`src/rtl/icache_direct.sv`:
```
// Direct-mapped, read-only instruction cache with a single-request line-fill port.
// Hits answer combinationally; a miss runs IDLE -> FETCH -> FILL and the retried
// access then hits. Saturating hit/miss counters are kept for performance debug.
module icache_direct #(
  parameter int S_INDEX  = 3,
  parameter int S_OFFSET = 5,
  localparam int S_TAG   = 32 - S_OFFSET - S_INDEX
) (
  input  logic         clk,
  input  logic         rst,
  input  logic         instr_read,
  input  logic [31:0]  instr_mem_address,
  output logic [31:0]  instr_mem_rdata,
  output logic         instr_mem_resp,
  output logic         pmem_read,
  output logic [31:0]  pmem_address,
  input  logic [255:0] pmem_rdata,
  input  logic         pmem_resp,
  output logic [31:0]  hit_count,
  output logic [31:0]  miss_count
);

  localparam int NSETS  = 2 ** S_INDEX;
  localparam int S_WORD = S_OFFSET - 2;

  typedef enum logic [1:0] {IDLE, FETCH, FILL} state_e;

  state_e                     state_q, state_d;
  logic [S_TAG+S_INDEX-1:0]   miss_addr_q, miss_addr_d;
  logic [31:0]                hit_count_q, hit_count_d;
  logic [31:0]                miss_count_q, miss_count_d;

  logic                       valid_q [NSETS];
  logic [S_TAG-1:0]           tag_q   [NSETS];
  logic [255:0]               data_q  [NSETS];

  logic [S_TAG-1:0]           addr_tag;
  logic [S_INDEX-1:0]         addr_idx;
  logic [S_WORD-1:0]          addr_word;
  logic [S_TAG-1:0]           fill_tag;
  logic [S_INDEX-1:0]         fill_idx;
  logic                       hit;
  logic                       miss_take;
  logic                       fill_en;

  assign addr_tag  = instr_mem_address[31 -: S_TAG];
  assign addr_idx  = instr_mem_address[S_OFFSET +: S_INDEX];
  assign addr_word = instr_mem_address[2 +: S_WORD];
  assign fill_idx  = miss_addr_q[S_INDEX-1:0];
  assign fill_tag  = miss_addr_q[S_INDEX +: S_TAG];

  // Hits are only honoured in IDLE so a bubble separates a fill from its retry.
  assign hit       = instr_read && valid_q[addr_idx] && (tag_q[addr_idx] == addr_tag)
                     && (state_q == IDLE);
  assign miss_take = instr_read && !hit && (state_q == IDLE);
  // state_q is forced to IDLE by reset, so a late pmem_resp can never fill.
  assign fill_en   = (state_q == FETCH) && pmem_resp;

  assign instr_mem_resp  = hit;
  assign instr_mem_rdata = data_q[addr_idx][32*addr_word +: 32];
  assign pmem_address    = {miss_addr_q, {S_OFFSET{1'b0}}};
  assign hit_count       = hit_count_q;
  assign miss_count      = miss_count_q;

  // Next-state logic for the miss FSM and the latched miss line address.
  always_comb begin
    state_d     = state_q;
    miss_addr_d = miss_addr_q;
    pmem_read   = 1'b0;
    case (state_q)
      IDLE: begin
        if (miss_take) begin
          miss_addr_d = {addr_tag, addr_idx};
          state_d     = FETCH;
        end
      end
      FETCH: begin
        pmem_read = 1'b1;
        if (pmem_resp) state_d = FILL;
      end
      FILL:    state_d = IDLE;
      default: state_d = IDLE;
    endcase
  end

  // Saturating performance counters.
  always_comb begin
    hit_count_d  = hit_count_q;
    miss_count_d = miss_count_q;
    if (hit && (hit_count_q != 32'hFFFF_FFFF))        hit_count_d  = hit_count_q + 32'd1;
    if (miss_take && (miss_count_q != 32'hFFFF_FFFF)) miss_count_d = miss_count_q + 32'd1;
  end

  // Control state, miss address and counters.
  always_ff @(posedge clk or negedge rst) begin
    if (!rst) begin
      state_q      <= IDLE;
      miss_addr_q  <= '0;
      hit_count_q  <= '0;
      miss_count_q <= '0;
    end else begin
      state_q      <= state_d;
      miss_addr_q  <= miss_addr_d;
      hit_count_q  <= hit_count_d;
      miss_count_q <= miss_count_d;
    end
  end

  // Valid bits: cleared by reset, set when a fill lands in the set.
  always_ff @(posedge clk or negedge rst) begin
    if (!rst) begin
      for (int i = 0; i < NSETS; i++) valid_q[i] <= 1'b0;
    end else if (fill_en) begin
      valid_q[fill_idx] <= 1'b1;
    end
  end

  // Tag and line storage; unreset because valid gates every use.
  always_ff @(posedge clk) begin
    if (fill_en) begin
      tag_q[fill_idx]  <= fill_tag;
      data_q[fill_idx] <= pmem_rdata;
    end
  end

endmodule

```
`config.mk`:
```
export PLATFORM = sky130hd
export DESIGN_NAME = icache_direct
export DESIGN_NICKNAME = d
export VERILOG_FILES = /design/src/rtl/icache_direct.sv
export SDC_FILE = /design/constraint.sdc
export NUM_CORES = 2
export LEC_CHECK = 0
export CAP_MARGIN = 20
export CORE_MARGIN = 2
export CORE_UTILIZATION = 30
export DETAILED_ROUTE_END_ITERATION = 8
export SYNTH_ARGS = -nofsm -noshare
export SYNTH_HDL_FRONTEND = slang
export SYNTH_SLANG_ARGS = --single-unit
export TNS_END_PERCENT = 1
```
`constraint.sdc`:
```
create_clock -name clk -period 29.2 [get_ports clk]
set_input_delay 5.84 -clock clk [delete_from_list [all_inputs] [get_ports clk]]
set_output_delay 5.84 -clock clk [all_outputs]
set_load 0.1 [all_outputs]
```
# After elaboration in Yosys (flattened, before gate mapping)
# Memory sizes are Yosys's and may differ from the RTL's.
# Cells that the tools add are included.
[word_totals]
latch_bits = 0
output_inout_bits = 130
mem_count = 2
mem_bits_rw = 2240
mem_bits_ro = 0
elab_cells = 53
input_bits = 292
register_bits = 101
[classes]
add_sub_neg = 2
n_mux = 11
bitwise_logic = 3
shift = 1
eq_ne = 6
reduce_logical = 13
n_mul = 0
n_div = 0
n_lt_le_gt_ge = 3
[memory_table]
columns = ["memory", "depth", "word_bits", "read_ports", "rd_ports_with_merged_regs", "wr", "line", "source"]
rows = [
  ["data_q", 8, 256, 1, 0, 1, "35", "logic [255:0] data_q [NSETS];"],
  ["tag_q", 8, 24, 1, 0, 1, "34", "logic [S_TAG-1:0] tag_q [NSETS];"],
]
[ops]
columns = ["cell", "count"]
rows = [
  ["$shiftx 256x9->32", 1],
  ["$add 32x1->32 const B", 2],
  ["$ne 32x32->1 const B", 2],
  ["$eq 24x24->1", 1],
  ["$logic_and 1x1->1", 9],
  ["$ge 4x4->1 const B", 2],
  ["$not 3->4", 2],
  ["$or 8x8->8", 1],
  ["$mux 1", 6],
  ["$lt 4x1->1 const B", 1],
  ["$mux 2", 2],
  ["$ne 2x2->1 const B", 2],
  ["$pmux 2 s2", 1],
  ["$reduce_and 2->1", 2],
  ["$bmux 1 s3", 1],
  ["$demux 1 s3", 1],
  ["$eq 2x1->1 const B", 1],
  ["$logic_not 2->1", 1],
  ["$logic_not 1->1", 1],
]

# Longest topological paths before layout
[depth]
word_depth = 12
mapped_depth = 13
ltp_nobuf = 9

# Worst setup path after synthesis
# OpenSTA, ideal clock, no wires.
[synth_timing]
path_kind = "input to register"
from = "input port pmem_resp"
to = "register valid_q[6] in the netlist's numbering"
setup_slack_ns = 2.407
t_required_ns = 29.022
setup_ns = 0.178
t_arrival_ns = 26.615
path_buffers = 0
path_stages = 4
cell_sequence = "and2_1 -> nand2_1 -> nor3_1 -> or2_2"
[synth_via]
elab_chain_len = 1
[synth_lines]
columns = ["element", "line", "source"]
rows = [
  ["from (decl)", "18", "input logic pmem_resp,"],
  ["$logic_and 1x1->1", "57", "assign fill_en = (state_q == FETCH) && pmem_resp;"],
  ["to (signal, indexed assignment)", "114", "valid_q[fill_idx] <= 1'b1;"],
  ["to (decl)", "33", "logic valid_q [NSETS];"],
]
# No other way between the ends.
# A chain may end at the register's enable or synchronous reset.

# Worst setup path after layout
[layout_timing]
from = "input port instr_mem_address[5]"
to = "output port instr_mem_rdata[28]"
[layout_via]
elab_chain_len = 2
[layout_lines]
columns = ["element", "line", "source"]
rows = [
  ["from (decl)", "12", "input logic [31:0] instr_mem_address,"],
  ["$mem_v2 8x256", "--", ""],
  ["$shiftx 256x9->32", "60", "assign instr_mem_rdata = data_q[addr_idx][32*addr_word +: 32];"],
  ["to (decl)", "13", "output logic [31:0] instr_mem_rdata,"],
]
# No other way between the ends.

==> results.sh <==
export IMPL_syn2layout_area_growth_pct=19.1
export IMPL_hold_ws_ns=0.468
export IMPL_start_util_pct=30.2
export IMPL_criticalPathCategory="input pin to output pin"
export IMPL_clock_sinks=2341
export IMPL_ys_seq_elements=2341
export IMPL_critical_path_slowest_cell="clkdlybuf4s50_1"
export IMPL_hpwlAfterDp_mm=126
export IMPL_clkTransAtPathRegs_ns=0.06
export IMPL_rows=200
export IMPL_fill_cells=27100
export IMPL_dp_slack_ns=10.67
export IMPL_avgSynthCellArea_um2=24.1
export IMPL_port_buffers=414
export IMPL_netlist_area_leader_share_pct=74.9
export IMPL_synthTopCellsByCount="edfxtp_1 (2,240), mux4_2 (686), dfrtp_1 (101), clkbuf_1 (85), mux2i_1 (69)"
export IMPL_tightest_slew_ns=1.16
export IMPL_min_path_cells=1
export IMPL_dieArea_um2=304000
export IMPL_cpPeakStageDelay_ns=1.03
export IMPL_ff2ff_setup_slack_ns=24.18
export IMPL_leakagePower_nw=33.4
export IMPL_routabilityCongestion=0.790
export IMPL_cts_tree="yes"
export IMPL_min_from="valid_q[0]"
export IMPL_synthCells=3721
export IMPL_grt_pass1_vias=43100
export IMPL_final_cell_area_um2=107000
export IMPL_antenna_found_initial=103
export IMPL_cts_resized=0
export IMPL_cp_required_ns=23.36
export IMPL_setup_violations=0
export IMPL_place_area_um2=98900
export IMPL_synth_ff_type="edfxtp_1"
export IMPL_overflow=0
export IMPL_vdd_drop_max_uv=69.5
export IMPL_min_to="valid_q[0]"
export IMPL_relSlewSlack_pct=22.4
export IMPL_timing_rr_start="state_q[1]"
export IMPL_fin_setup_tns_ns=0
export IMPL_cp_arrival_ns=12.41
export IMPL_status="complete, no violations"
export IMPL_crit_fanout=103
export IMPL_syn_area_um2=89800
export IMPL_end_kind="output pin"
export IMPL_cts_buffer_depth=4
export IMPL_start_kind="input pin"
export IMPL_drt_iter0_markers=3769
export IMPL_ios=422
export IMPL_cap_violations=0
export IMPL_core_um2=297000
export IMPL_grt_pass1_wl_mm=314
export IMPL_htree_levels=4
export IMPL_cts_buffers=245
export IMPL_cts_hold_buf=0
export IMPL_setup_ws_ns=10.95
export IMPL_grt_max_degree=137
export IMPL_p_total_w=0.00793
export IMPL_powerDensity_nw_per_um2=74.2
export IMPL_synth_enable_flop_cells=2240
export IMPL_worstHoldPathType="flip-flop to flip-flop"
export IMPL_finalMaxSlewViolations=0
export IMPL_die_y_um=551
export IMPL_fmax_ghz=0.0548
export IMPL_yosysMostFrequentCell="edfxtp_1"
export IMPL_timing_final_crit_share_pct=62.5
export IMPL_vias=41100
export IMPL_postCtsSetupBuffers=0
export IMPL_drc=0
export IMPL_rr_worst_depth=7
export IMPL_wire_per_inst_um=26.0
export IMPL_synth_cell_types=59
export IMPL_min_period_ns=18.25
export IMPL_nets=4570
export IMPL_hold_violations=0
export IMPL_clock_latency_ns=0.91
export IMPL_grt_total_usage_pct=14.3
export IMPL_rsz0062_at_grt="no"
export IMPL_yosysWarnings=0
export IMPL_synthArstFlopShare_pct=4.31
export IMPL_worst_clock_skew_ns=0.0855
export IMPL_reg2reg_to="data_q[2][241]"
export IMPL_drt_pass1_iter_count=5
export IMPL_ant_nets=0
export IMPL_seq_area_frac_synth_pct=77.7
export IMPL_synth_area_leaders="edfxtp_1 (75%), mux4_2 (17%), dfrtp_1 (2.8%)"
export IMPL_drive_above_1_share_pct=26.7
export IMPL_die_w_um=551
export IMPL_routed_via_density=4.86
export IMPL_root_buffer="clkbuf_16"
export IMPL_crit_chain="buf_8, buf_12, buf_4, buf_4, buf_4, mux4_2, mux4_2, mux4_2, clkdlybuf4s50_1"
export IMPL_synth_top_cell_by_area="edfxtp_1"
export IMPL_wirelength_mm=220
==> layout make-up <==
class	count	area, um2	area share (%)
clock inverters	150	1540	1.44
diodes	28	70.1	0.0655
repair buffers	491	4940	4.62
inverters	16	60.1	0.0561
multi-input cells	1181	19200	17.9
well taps	3939	4930	4.61
clock buffers	307	6450	6.03
flip-flops and latches	2341	69800	65.2
==> worst max path at each step <==
| stage | start | endpoint | slack, ns |
|---|---|---|---|
| 2_1_floorplan | pmem_resp | valid_q[6] | 2.41 |
| 3_3_place_gp | instr_mem_address[5] | instr_mem_rdata[18] | 10.54 |
| 3_5_place_dp | instr_mem_address[5] | instr_mem_rdata[0] | 10.67 |
| 4_1_cts | instr_mem_address[5] | instr_mem_rdata[28] | 10.67 |
| 5_1_grt | instr_mem_address[5] | instr_mem_rdata[0] | 10.37 |
| 6_report | instr_mem_address[5] | instr_mem_rdata[28] | 10.95 |
==> critical path, delay by kind of cell <==
| kind | cells | cell delay (ns) |
|---|---|---|
| buffers and inverters | 6 | 4.60 |
| multiplexers | 3 | 1.62 |
==> sequential cells by signal, summed over array words and instances (netlist names) <==
name / count
tag_q: 192
miss_count: 32
miss_addr_q: 27
hit_count: 32
state_q: 2
valid_q: 8
data_q: 2048
==> placed cells by master, fill, tap and decap left out, types with 15 or more instances in the layout <==
cell type and instances:
clkinv_1 59, clkbuf_1 54, dfrtp_1 101, edfxtp_1 2240, buf_4 67, o21ai_0 15, bufinv_16 24, clkinv_2 43
diode_2 28, mux2i_1 69, inv_1 16, nor2_1 20, clkdlybuf4s50_1 404, nor3_1 23, nand4_1 24, a22oi_1 16
xor2_1 36, mux2_2 38, mux4_2 686, clkbuf_16 246, nand3_1 46, nand2_1 35, xnor2_1 37
==> per-stage QoR <==
step	instances	util, %
after floorplan	3725	-
after global placement	7962	33.2
after detailed placement	7967	33.3
after CTS	8424	36.0
after global routing	8435	36.0
final	8453	36.0
==> layer usage <==
metal	track usage, %	vias up	wire length, um
li1	-	17100	-
met1	18.7	22100	89900
met2	22.9	1317	105000
met3	4.23	401	18500
met4	4.06	74	6000
met5	0	-	477
==> power breakdown <==
group | total [W] | internal, W | switching (W)
logic | 0.000860 | 0.000282 | 0.000577
registers | 0.00400 | 0.00392 | 0.0000779
clock network | 0.00308 | 0.00178 | 0.00130
==> logic make-up (layout without fill, tap and decap cells) <==
group	Yosys count	after routing	synth area share, %
buf+inv	203	964	1.02
fa+ha+maj	2	2	0.0279
compound gates	54	54	0.428
mux	800	800	18.5
xor+xnor	73	73	0.712
other cells	1	33	0.00417
simple gates	247	247	1.56
flops	2341	2341	77.7
Note: power is estimated with default switching activity, not from simulation.
